--- src/rtl/pipe_stage_reg.sv ---
// Pipeline stage register with valid/ready handshake, optional 2-entry skid
// buffer, flush (redirect squash) and bubble gating of the control bus.
module pipe_stage_reg #(
    parameter int DATA_W = 8,
    parameter int CTRL_W = 8,
    parameter int SKID   = 1
) (
    input  logic              clk,
    input  logic              rst_n,
    input  logic              in_valid,
    output logic              in_ready,
    input  logic [DATA_W-1:0] in_data,
    input  logic [CTRL_W-1:0] in_ctrl,
    input  logic              flush,
    output logic              out_valid,
    input  logic              out_ready,
    output logic [DATA_W-1:0] out_data,
    output logic [CTRL_W-1:0] out_ctrl,
    output logic [1:0]        occupancy
);

    // Main entry drives the outputs; skid entry catches the beat that arrives
    // while main is stalled (only ever used when SKID != 0).
    logic              main_vld_q, main_vld_d;
    logic [DATA_W-1:0] main_data_q, main_data_d;
    logic [CTRL_W-1:0] main_ctrl_q, main_ctrl_d;
    logic              skid_vld_q, skid_vld_d;
    logic [DATA_W-1:0] skid_data_q, skid_data_d;
    logic [CTRL_W-1:0] skid_ctrl_q, skid_ctrl_d;

    logic accept;
    logic emit;

    assign accept = in_valid & in_ready;
    assign emit   = main_vld_q & out_ready;

    // Next-state for both entries; flush squashes everything, including a
    // beat accepted in the same cycle.
    always_comb begin
        main_vld_d  = main_vld_q;
        main_data_d = main_data_q;
        main_ctrl_d = main_ctrl_q;
        skid_vld_d  = skid_vld_q;
        skid_data_d = skid_data_q;
        skid_ctrl_d = skid_ctrl_q;
        if (flush) begin
            main_vld_d = 1'b0;
            skid_vld_d = 1'b0;
        end else if (emit && skid_vld_q) begin
            // in_ready was low (skid full), so no accept can coincide here
            main_vld_d  = 1'b1;
            main_data_d = skid_data_q;
            main_ctrl_d = skid_ctrl_q;
            skid_vld_d  = 1'b0;
        end else if (emit) begin
            main_vld_d = accept;
            if (accept) begin
                main_data_d = in_data;
                main_ctrl_d = in_ctrl;
            end
        end else if (accept) begin
            if (main_vld_q && (SKID != 0)) begin
                skid_vld_d  = 1'b1;
                skid_data_d = in_data;
                skid_ctrl_d = in_ctrl;
            end else begin
                main_vld_d  = 1'b1;
                main_data_d = in_data;
                main_ctrl_d = in_ctrl;
            end
        end
    end

    // Entry registers; reset clears payloads too so out_data reads zero.
    always_ff @(posedge clk or negedge rst_n) begin
        if (!rst_n) begin
            main_vld_q  <= 1'b0;
            main_data_q <= '0;
            main_ctrl_q <= '0;
            skid_vld_q  <= 1'b0;
            skid_data_q <= '0;
            skid_ctrl_q <= '0;
        end else begin
            main_vld_q  <= main_vld_d;
            main_data_q <= main_data_d;
            main_ctrl_q <= main_ctrl_d;
            skid_vld_q  <= skid_vld_d;
            skid_data_q <= skid_data_d;
            skid_ctrl_q <= skid_ctrl_d;
        end
    end

    generate
        if (SKID != 0) begin : g_skid
            logic in_ready_q;
            // Registered ready: high exactly when the skid entry will be empty,
            // which breaks the out_ready -> in_ready timing path.
            always_ff @(posedge clk or negedge rst_n) begin
                if (!rst_n) in_ready_q <= 1'b0;
                else        in_ready_q <= ~skid_vld_d;
            end
            assign in_ready = in_ready_q;
        end else begin : g_noskid
            // Single register: accept whenever the held beat leaves this cycle.
            assign in_ready = rst_n & (out_ready | ~main_vld_q);
        end
    endgenerate

    assign out_valid = main_vld_q;
    assign out_data  = main_data_q;
    assign out_ctrl  = main_vld_q ? main_ctrl_q : '0;
    assign occupancy = {1'b0, main_vld_q} + {1'b0, skid_vld_q};

endmodule

--- config.mk ---
export PLATFORM = sky130hd
export DESIGN_NAME = pipe_stage_reg
export DESIGN_NICKNAME = d
export VERILOG_FILES = /design/src/rtl/pipe_stage_reg.sv
export SDC_FILE = /design/constraint.sdc
export NUM_CORES = 1
export LEC_CHECK = 0
export ABC_AREA = 1
export BUFFER_PORTS_ARGS = -buffer_cell sky130_fd_sc_hd__buf_2
export CAP_MARGIN = 5
export CORE_UTILIZATION = 48
export CTS_CLUSTER_DIAMETER = 40
export CTS_CLUSTER_SIZE = 20
export DETAILED_ROUTE_END_ITERATION = 10
export GPL_TIMING_DRIVEN = 0
export PLACE_DENSITY_LB_ADDON = 0.05
export SYNTH_ARGS = -nofsm -noshare
export SYNTH_HDL_FRONTEND = slang
export SYNTH_SLANG_ARGS = --single-unit
--- constraint.sdc ---
create_clock -name clk -period 1.4 [get_ports clk]
set_clock_uncertainty 0.15 [all_clocks]
set_input_delay 0.28 -clock clk [delete_from_list [all_inputs] [get_ports clk]]
set_output_delay 0.28 -clock clk [all_outputs]
set_load 0.1 [all_outputs]
* Yosys cells after proc, flatten, opt, wreduce, memory -nomap -nowiden *
Cells that the tools add are included.
Widths: inputs -> output; s select.

word-level totals
  register bits after elaboration = 35
  latch bits = 0
  bits in writable memories = 0
  ROM bits = 0
  bits of input ports = 21
  output and inout bits = 20
  word-level logic and storage cells = 40
  memories kept = 0

operators by class
  add/subtract/negate cells = 1
  multipliers = 0
  divide/modulo/power cells = 0
  $lt $le $gt $ge = 0
  equal/unequal tests = 1
  shifts and indexed selects = 0
  multiplexer cells = 20
  bitwise gates (word level) = 6
  reduce and logical (&&, ||, !) cells = 5

operators by type and width
  operator            count
  $mux 8              11
  $mux 1              9
  $reduce_and 5->1    1
  $not 1->1           4
  $reduce_bool 4->1   1
  $ne 3x1->1 const B  1
  $reduce_and 3->1    1
  $add 1x1->2         1
  $and 1x1->1         2
  $reduce_bool 2->1   1
  $logic_and 1x1->1   1

* Longest topological paths before layout *
Gate-level depths: netlist (run 1).

  depth in word-level cells = 6
  mapped depth = 8
  depth with buffers taken out = 6

* Least setup slack after synthesis (run 1) *
No wires, ideal clock.

  path kind = reg-to-output
  start = register main_vld_q (netlist: out_valid)
  end = output occupancy[0]
  arrival time = 2.251 ns
  data required time = 0.970 ns
  setup slack = -1.281 ns
  cell stages (with the launch flop) = 5
  buffers on the path = 2
  path through = dfrtp_1 -> buf_6 -> buf_2 -> inv_1 -> ha_1

on the way
  longest elaborated chain between the ends = 1

ends and longest elaborated chain
  element                 line  RTL
  start, declared         24    logic main_vld_q, main_vld_d;
  start signal, assigned  84    main_vld_q <= main_vld_d;
  $add 1x1->2             112   assign occupancy = {1'b0, main_vld_q} + {1'b0, skid_vld_q};
  end, declared           19    output logic [1:0] occupancy

Every way passes these cells.

* Worst setup path after layout (run 1) *
Same ends and word-level chain as after synthesis.

==> flow_metrics.py, run 1 <==
metrics = {
    "die": {
        "start_util": 0.5038,
        "dieArea_um2": 4094,
        "ioPinCount": 41,
        "row_count": 22,
        "die_h_um": 63.99,
        "die_x_um": 63.99,
        "core_area_um2": 3661,
    },
    "grt": {
        "antenna_found_initial": 0,
        "grt_usage": 0.2269,
        "grt_start_max_net_pins": 36,
        "grt_pass1_vias": 1548,
        "grt_pass1_wl_mm": 7.058,
        "grt-ovfl-total": 0,
    },
    "route": {
        "drtAntennaViolNets": 0,
        "via_count": 1818,
        "drtIter0Drc": 78,
        "route.detailed.drc": 1,
        "first_pass_iters": 8,
        "drt-total-wl_mm": 5.066,
        "drt-wirelength-per-cell_um": 14.60,
        "via_per_inst": 5.239,
    },
    "worst_setup_path": {
        "end_kind": "output pin",
        "critPathLaunch": "out_valid$_DFFE_PN0P_",
        "ff2ff_path_depth": 9,
        "crit_fanout": 5,
        "timing.rr.start": "out_valid$_DFFE_PN0P_",
        "crit_required_ns": 0.97,
        "reg2reg_to": "main_ctrl_q[1]$_DFFE_PN0P_",
        "cp-start-kind": "register",
        "crit_type": "reg2out",
        "r2r_slack_ns": -0.31,
        "arrival_ns": 1.45,
        "endpoint": "occupancy[0]",
    },
    "synthesis": {
        "netlist.area_leader.share": 0.4749,
        "synth.yosys.seq_area_share": 0.4749,
        "yosysWarnings": 0,
        "post-synth-top-count-cell": "nand2_1",
        "ys.flop_type": "dfrtp_1",
        "async_flop_share": 1.000,
        "ys_seq_elements": 35,
        "syn_nets": 255,
        "syn_avg_cell_area_um2": 7.949,
        "synth-edff-count": 0,
        "syn_area_um2": 1844,
        "synth.distinct_cells": 16,
        "yosysTopAreaCell": "dfrtp_1",
        "synthTopCellsByArea": "dfrtp_1, nand2_1, nand3_1",
        "synth_common_cells": "nand2_1, dfrtp_1, nand3_1",
        "synthCells": 232,
    },
    "clocking": {
        "cts_root_buffer": "clkbuf_8",
        "clk_pin_slew_ns": 0.07,
        "clock_latency_ns": 0.29,
        "clock-sinks": 35,
        "clockBufferDepth": 2,
        "cts_buffers": 5,
        "htree_levels": 2,
        "tritoncts": "built",
    },
    "pwr": {
        "p_leak_nw": 1.467,
        "power_density_nw_per_um2": 1351,
        "ir_drop_uv": 1301,
    },
    "sta": {
        "fmax_ghz": 0.5326,
        "setup_viol": 46,
        "finalHoldWorstSlack_ns": -0.08292,
        "hold_violations": 35,
        "fin_crit_sh": 1.341,
        "finalSetupTns_ns": -12.48,
        "rsz0062_at_grt": "yes",
        "min_period_ns": 1.878,
        "tightestPinTransition_ns": 0.7896,
        "slew_violations": 0,
        "slew_headroom": 0.4736,
        "fin_ws_ns": -0.4777,
    },
    "placed_design": {
        "placed_area_um2": 2193,
        "io_buffers": 39,
        "hpwl_mm": 2.825,
        "place_congestion": 0.7943,
    },
    "cells_and_area": {
        "antennaDiodeCount": 0,
        "final_nets": 322,
        "fillCellCount": 253,
        "final_area_um2": 2801,
        "area_growth_pct": 51.90,
        "drive_gt1_frac": 0.4114,
    },
    "outcome": {
        "violations": "DRC, hold timing, setup timing",
        "status": "finished, violations left",
    },
    "min_path": {
        "hold_path.class": "in2async",
    },
    "flow_run": {
        "maxCapViolCount": 0,
    },
}
metal layers:
metal	part of all wire	GRT usage	vias to the layer above
li1	-	-	880
met1	0.39	0.2963	864
met2	0.52	0.3790	67
met3	0.073	0.05000	7
met4	0.010	0.05966	0
met5	0	0	-
state kept, by name (all words and copies together) (netlist names):
register and cells:
main_ctrl_q 8, out_data 8, skid_ctrl_q 8, skid_data_q 8, in_ready 1, out_valid 1, skid_vld_q 1
power by group:
group          internal, mW  switching, mW
logic                 0.468           1.04
clock network         0.522          0.354
registers              1.25          0.154
cell families (layout without fill, tap and decap cells):
logic type | count (synthesis) | after routing | synth area share
fa+ha+maj | 2 | 2 | 0.01357
compound gates | 2 | 2 | 0.006105
buf+inv | 28 | 95 | 0.08751
simple gates | 165 | 165 | 0.4179
flops | 35 | 35 | 0.4749
cell type report:
cell class	count	area, um2	share of cell area
clock buffer	6	72.57	0.02590
clock inverter	1	30.03	0.01072
inverter	14	95.09	0.03394
sequential	35	883.3	0.3153
tap	48	60.06	0.02144
buffer	14	141.4	0.05047
timing repair buffer	60	595.6	0.2126
multi-input combinational	169	923.4	0.3296
through the flow:
step             util  hold WS [ns]  worst slack (ns)  instances  power, mW
2_1_floorplan       -       -0.1656           -0.4510        232      2.396
3_3_place_gp   0.5991        0.2600           -0.4603        319      2.602
6_report       0.7652      -0.08292           -0.4777        347      3.784
4_1_cts        0.6784      -0.05399           -0.4769        331      3.621
3_5_place_dp   0.5991        0.2579           -0.4672        319      2.619
5_1_grt        0.7652      -0.01550           -0.4963        347      3.939
worst min path at each step:
stage	startpoint	to	slack (ns)	depth (start not counted)
2_1_floorplan	rst_n	main_ctrl_q[0]$_DFFE_PN0P_	-0.17	0
3_3_place_gp	rst_n	main_ctrl_q[2]$_DFFE_PN0P_	0.26	1
3_5_place_dp	rst_n	main_ctrl_q[2]$_DFFE_PN0P_	0.26	1
4_1_cts	rst_n	main_ctrl_q[2]$_DFFE_PN0P_	-0.05	1
5_1_grt	rst_n	main_ctrl_q[2]$_DFFE_PN0P_	-0.02	1
6_report	rst_n	main_ctrl_q[2]$_DFFE_PN0P_	-0.08	1
cells in the final DEF (no fill, tap or decap):
| cell type | count |
|---|---|
| nor2_8 | 1 |
| nand3_1 | 30 |
| nand2_8 | 1 |
| nand2_4 | 7 |
| buf_8 | 2 |
| buf_6 | 17 |
| nand4_1 | 16 |
| buf_4 | 20 |
| clkbuf_8 | 5 |
| nand3_4 | 2 |
| nand3_2 | 2 |
| nand2_2 | 12 |
| bufinv_16 | 1 |
| clkbuf_16 | 2 |
| nand2_1 | 94 |
| clkbuf_1 | 1 |
| clkinv_8 | 1 |
| a21oi_2 | 1 |
| dfrtp_1 | 33 |
| inv_2 | 3 |
| dfrtp_4 | 2 |
| buf_2 | 23 |
| ha_4 | 2 |
| buf_12 | 10 |
| clkinvlp_4 | 8 |
| a31oi_2 | 1 |
| inv_1 | 2 |
worst max-delay path, stage by stage (launching register included):
cell	delay, ns
dfrtp_4	0.49
buf_8	0.14
buf_12	0.14
clkinv_8	0.04
ha_4	0.19
buf_12	0.16
what timing repair did:
action	4_1_cts	5_1_grt
setup endpoints to repair	44	46
pin swaps	1	13
gates resized for setup	43	39
buffers inserted	5	13
hold endpoints to repair	35	35
gates cloned	0	4
Power figures use the tool's default switching activity.
==> run 2: changes to the inputs <==
Settings changed: CORE_MARGIN from default to 3.
==> flow_metrics.py, run 2 (synthesis results as in run 1) <==
metrics = {
    "grt": {
        "grt_usage": 0.2293,
        "use_met1": 0.2865,
        "grt_pass1_vias": 1692,
        "grt_pass1_wl_mm": 7.852,
        "antenna_found_initial": 0,
        "grt-ovfl-total": 0,
        "grt_busiest_layer": "met2",
        "grt_start_max_net_pins": 36,
        "met2_usage": 0.3887,
        "met3_usage": 0.05090,
    },
    "pwr": {
        "p_seq_frac": 0.392,
        "power_density_nw_per_um2": 1304,
        "switchingPower_mw": 1.524,
        "ir_drop_uv": 905.5,
        "p_leak_nw": 1.438,
        "p_comb_frac": 0.419,
        "swShare": 0.4255,
        "p_int_mw": 2.058,
        "clkPwrFrac": 0.189,
        "power.total_mw": 3.582,
    },
    "worst_setup_path": {
        "crit_required_ns": 0.97,
        "reg2reg_to": "main_ctrl_q[6]$_DFFE_PN0P_",
        "end_kind": "output pin",
        "critPathLaunch": "out_valid$_DFFE_PN0P_",
        "cp-start-kind": "register",
        "timing.rr.start": "out_valid$_DFFE_PN0P_",
        "arrival_ns": 1.44,
        "r2r_slack_ns": -0.30,
        "crit_fanout": 5,
        "crit_type": "reg2out",
        "endpoint": "occupancy[0]",
        "ff2ff_path_depth": 9,
    },
    "die": {
        "row_count": 21,
        "start_util": 0.5238,
        "core_area_um2": 3521,
        "die_h_um": 67.99,
        "ioPinCount": 41,
        "die_x_um": 67.99,
        "dieArea_um2": 4622,
    },
    "route": {
        "first_pass_iters": 5,
        "drt-wirelength-per-cell_um": 14.75,
        "via_per_inst": 5.265,
        "drtAntennaViolNets": 0,
        "drtIter0Drc": 219,
        "via_count": 1806,
        "drt-total-wl_mm": 5.060,
        "route.detailed.drc": 0,
    },
    "sta": {
        "hold_violations": 35,
        "setup_viol": 46,
        "fmax_ghz": 0.5356,
        "min_period_ns": 1.867,
        "fin_crit_sh": 1.334,
        "slew_violations": 0,
        "finalHoldWorstSlack_ns": -0.07673,
        "tightestPinTransition_ns": 0.7796,
        "rsz0062_at_grt": "yes",
        "fin_ws_ns": -0.4670,
        "slew_headroom": 0.4802,
    },
    "outcome": {
        "status": "finished, violations left",
        "violations": "hold timing, setup timing",
    },
    "clocking": {
        "clockBufferDepth": 2,
        "clk_pin_slew_ns": 0.07,
        "clock_latency_ns": 0.28,
        "tritoncts": "built",
        "cts_root_buffer": "clkbuf_8",
        "cts_buffers": 5,
        "htree_levels": 2,
        "clock-sinks": 35,
    },
    "cells_and_area": {
        "area_growth_pct": 48.91,
        "antennaDiodeCount": 0,
        "final_nets": 320,
        "final_common_cell": "nand2_1",
        "drive_gt1_frac": 0.4007,
        "final_area_um2": 2746,
        "fin_util": 0.7800,
        "final_cell_mix": "nand2_1, dfrtp_1, nand3_1, buf_2, buf_6",
    },
    "placed_design": {
        "hpwl_mm": 3.028,
        "io_buffers": 39,
        "place_congestion": 0.7976,
        "placed_area_um2": 2191,
    },
    "min_path": {
        "hold_path.class": "in2async",
    },
    "flow_run": {
        "maxCapViolCount": 0,
    },
}
-- run 2: metrics by stage --
| stage | hold WS [ns] | setup WS (ns) | instances | setup TNS, ns |
|---|---|---|---|---|
| after floorplan | -0.1656 | -0.4510 | 232 | -9.476 |
| after global placement | 0.2558 | -0.4613 | 317 | -3.829 |
| after detailed placement | 0.2537 | -0.4693 | 317 | -4.093 |
| after CTS | -0.05287 | -0.4779 | 331 | -9.963 |
| after global routing | -0.02014 | -0.5040 | 343 | -14.99 |
| final | -0.07673 | -0.4670 | 343 | -12.46 |
-- run 2: final cells by class --
class	instances	area, um2
multi-input combinational	169	927.1
sequential	35	883.3
fill	251	774.5
timing repair buffer	58	565.5
buffer	14	148.9
inverter	14	87.58
clock buffer	7	76.32
tap	46	57.56
-- run 2: worst min-delay path by stage --
stage / endpoint / slack (ns) / cells after the start
after global placement: skid_ctrl_q[1]$_DFFE_PN0P_ / 0.26 / 1
after detailed placement: skid_ctrl_q[1]$_DFFE_PN0P_ / 0.25 / 1
after CTS: out_valid$_DFFE_PN0P_ / -0.05 / 1
final: skid_ctrl_q[1]$_DFFE_PN0P_ / -0.08 / 1
after floorplan: main_ctrl_q[0]$_DFFE_PN0P_ / -0.17 / 0
after global routing: skid_ctrl_q[2]$_DFFE_PN0P_ / -0.02 / 1
-- run 2: repair_timing --
action                     4_1_cts  5_1_grt
buffers inserted                 6       10
cloned                           1        2
resized for setup               52       35
hold endpoints to repair        35       35
pin swaps                        2       11
setup endpoints to repair       42       47
-- run 2: critical path, stage by stage, from the launching register on --
cell      delay, ns
dfrtp_4        0.49
buf_8          0.14
buf_12         0.13
clkinv_4       0.04
ha_4           0.19
buf_12         0.16
-- run 2: metal layers --
layer / share of wire / up-vias
met2: 0.53 / 59
li1: - / 876
met1: 0.40 / 862
met4: 0.013 / 0
met5: 0 / -
met3: 0.056 / 9
-- run 2: power by group through the flow --
stage / logic [mW] / clock network, mW / registers, mW
floorplan: 0.616 / 0 / 1.78
global placement: 1.22 / 0 / 1.39
detailed placement: 1.24 / 0 / 1.40
CTS: 1.40 / 0.690 / 1.39
global route: 1.59 / 0.745 / 1.43
finish: 1.50 / 0.676 / 1.41
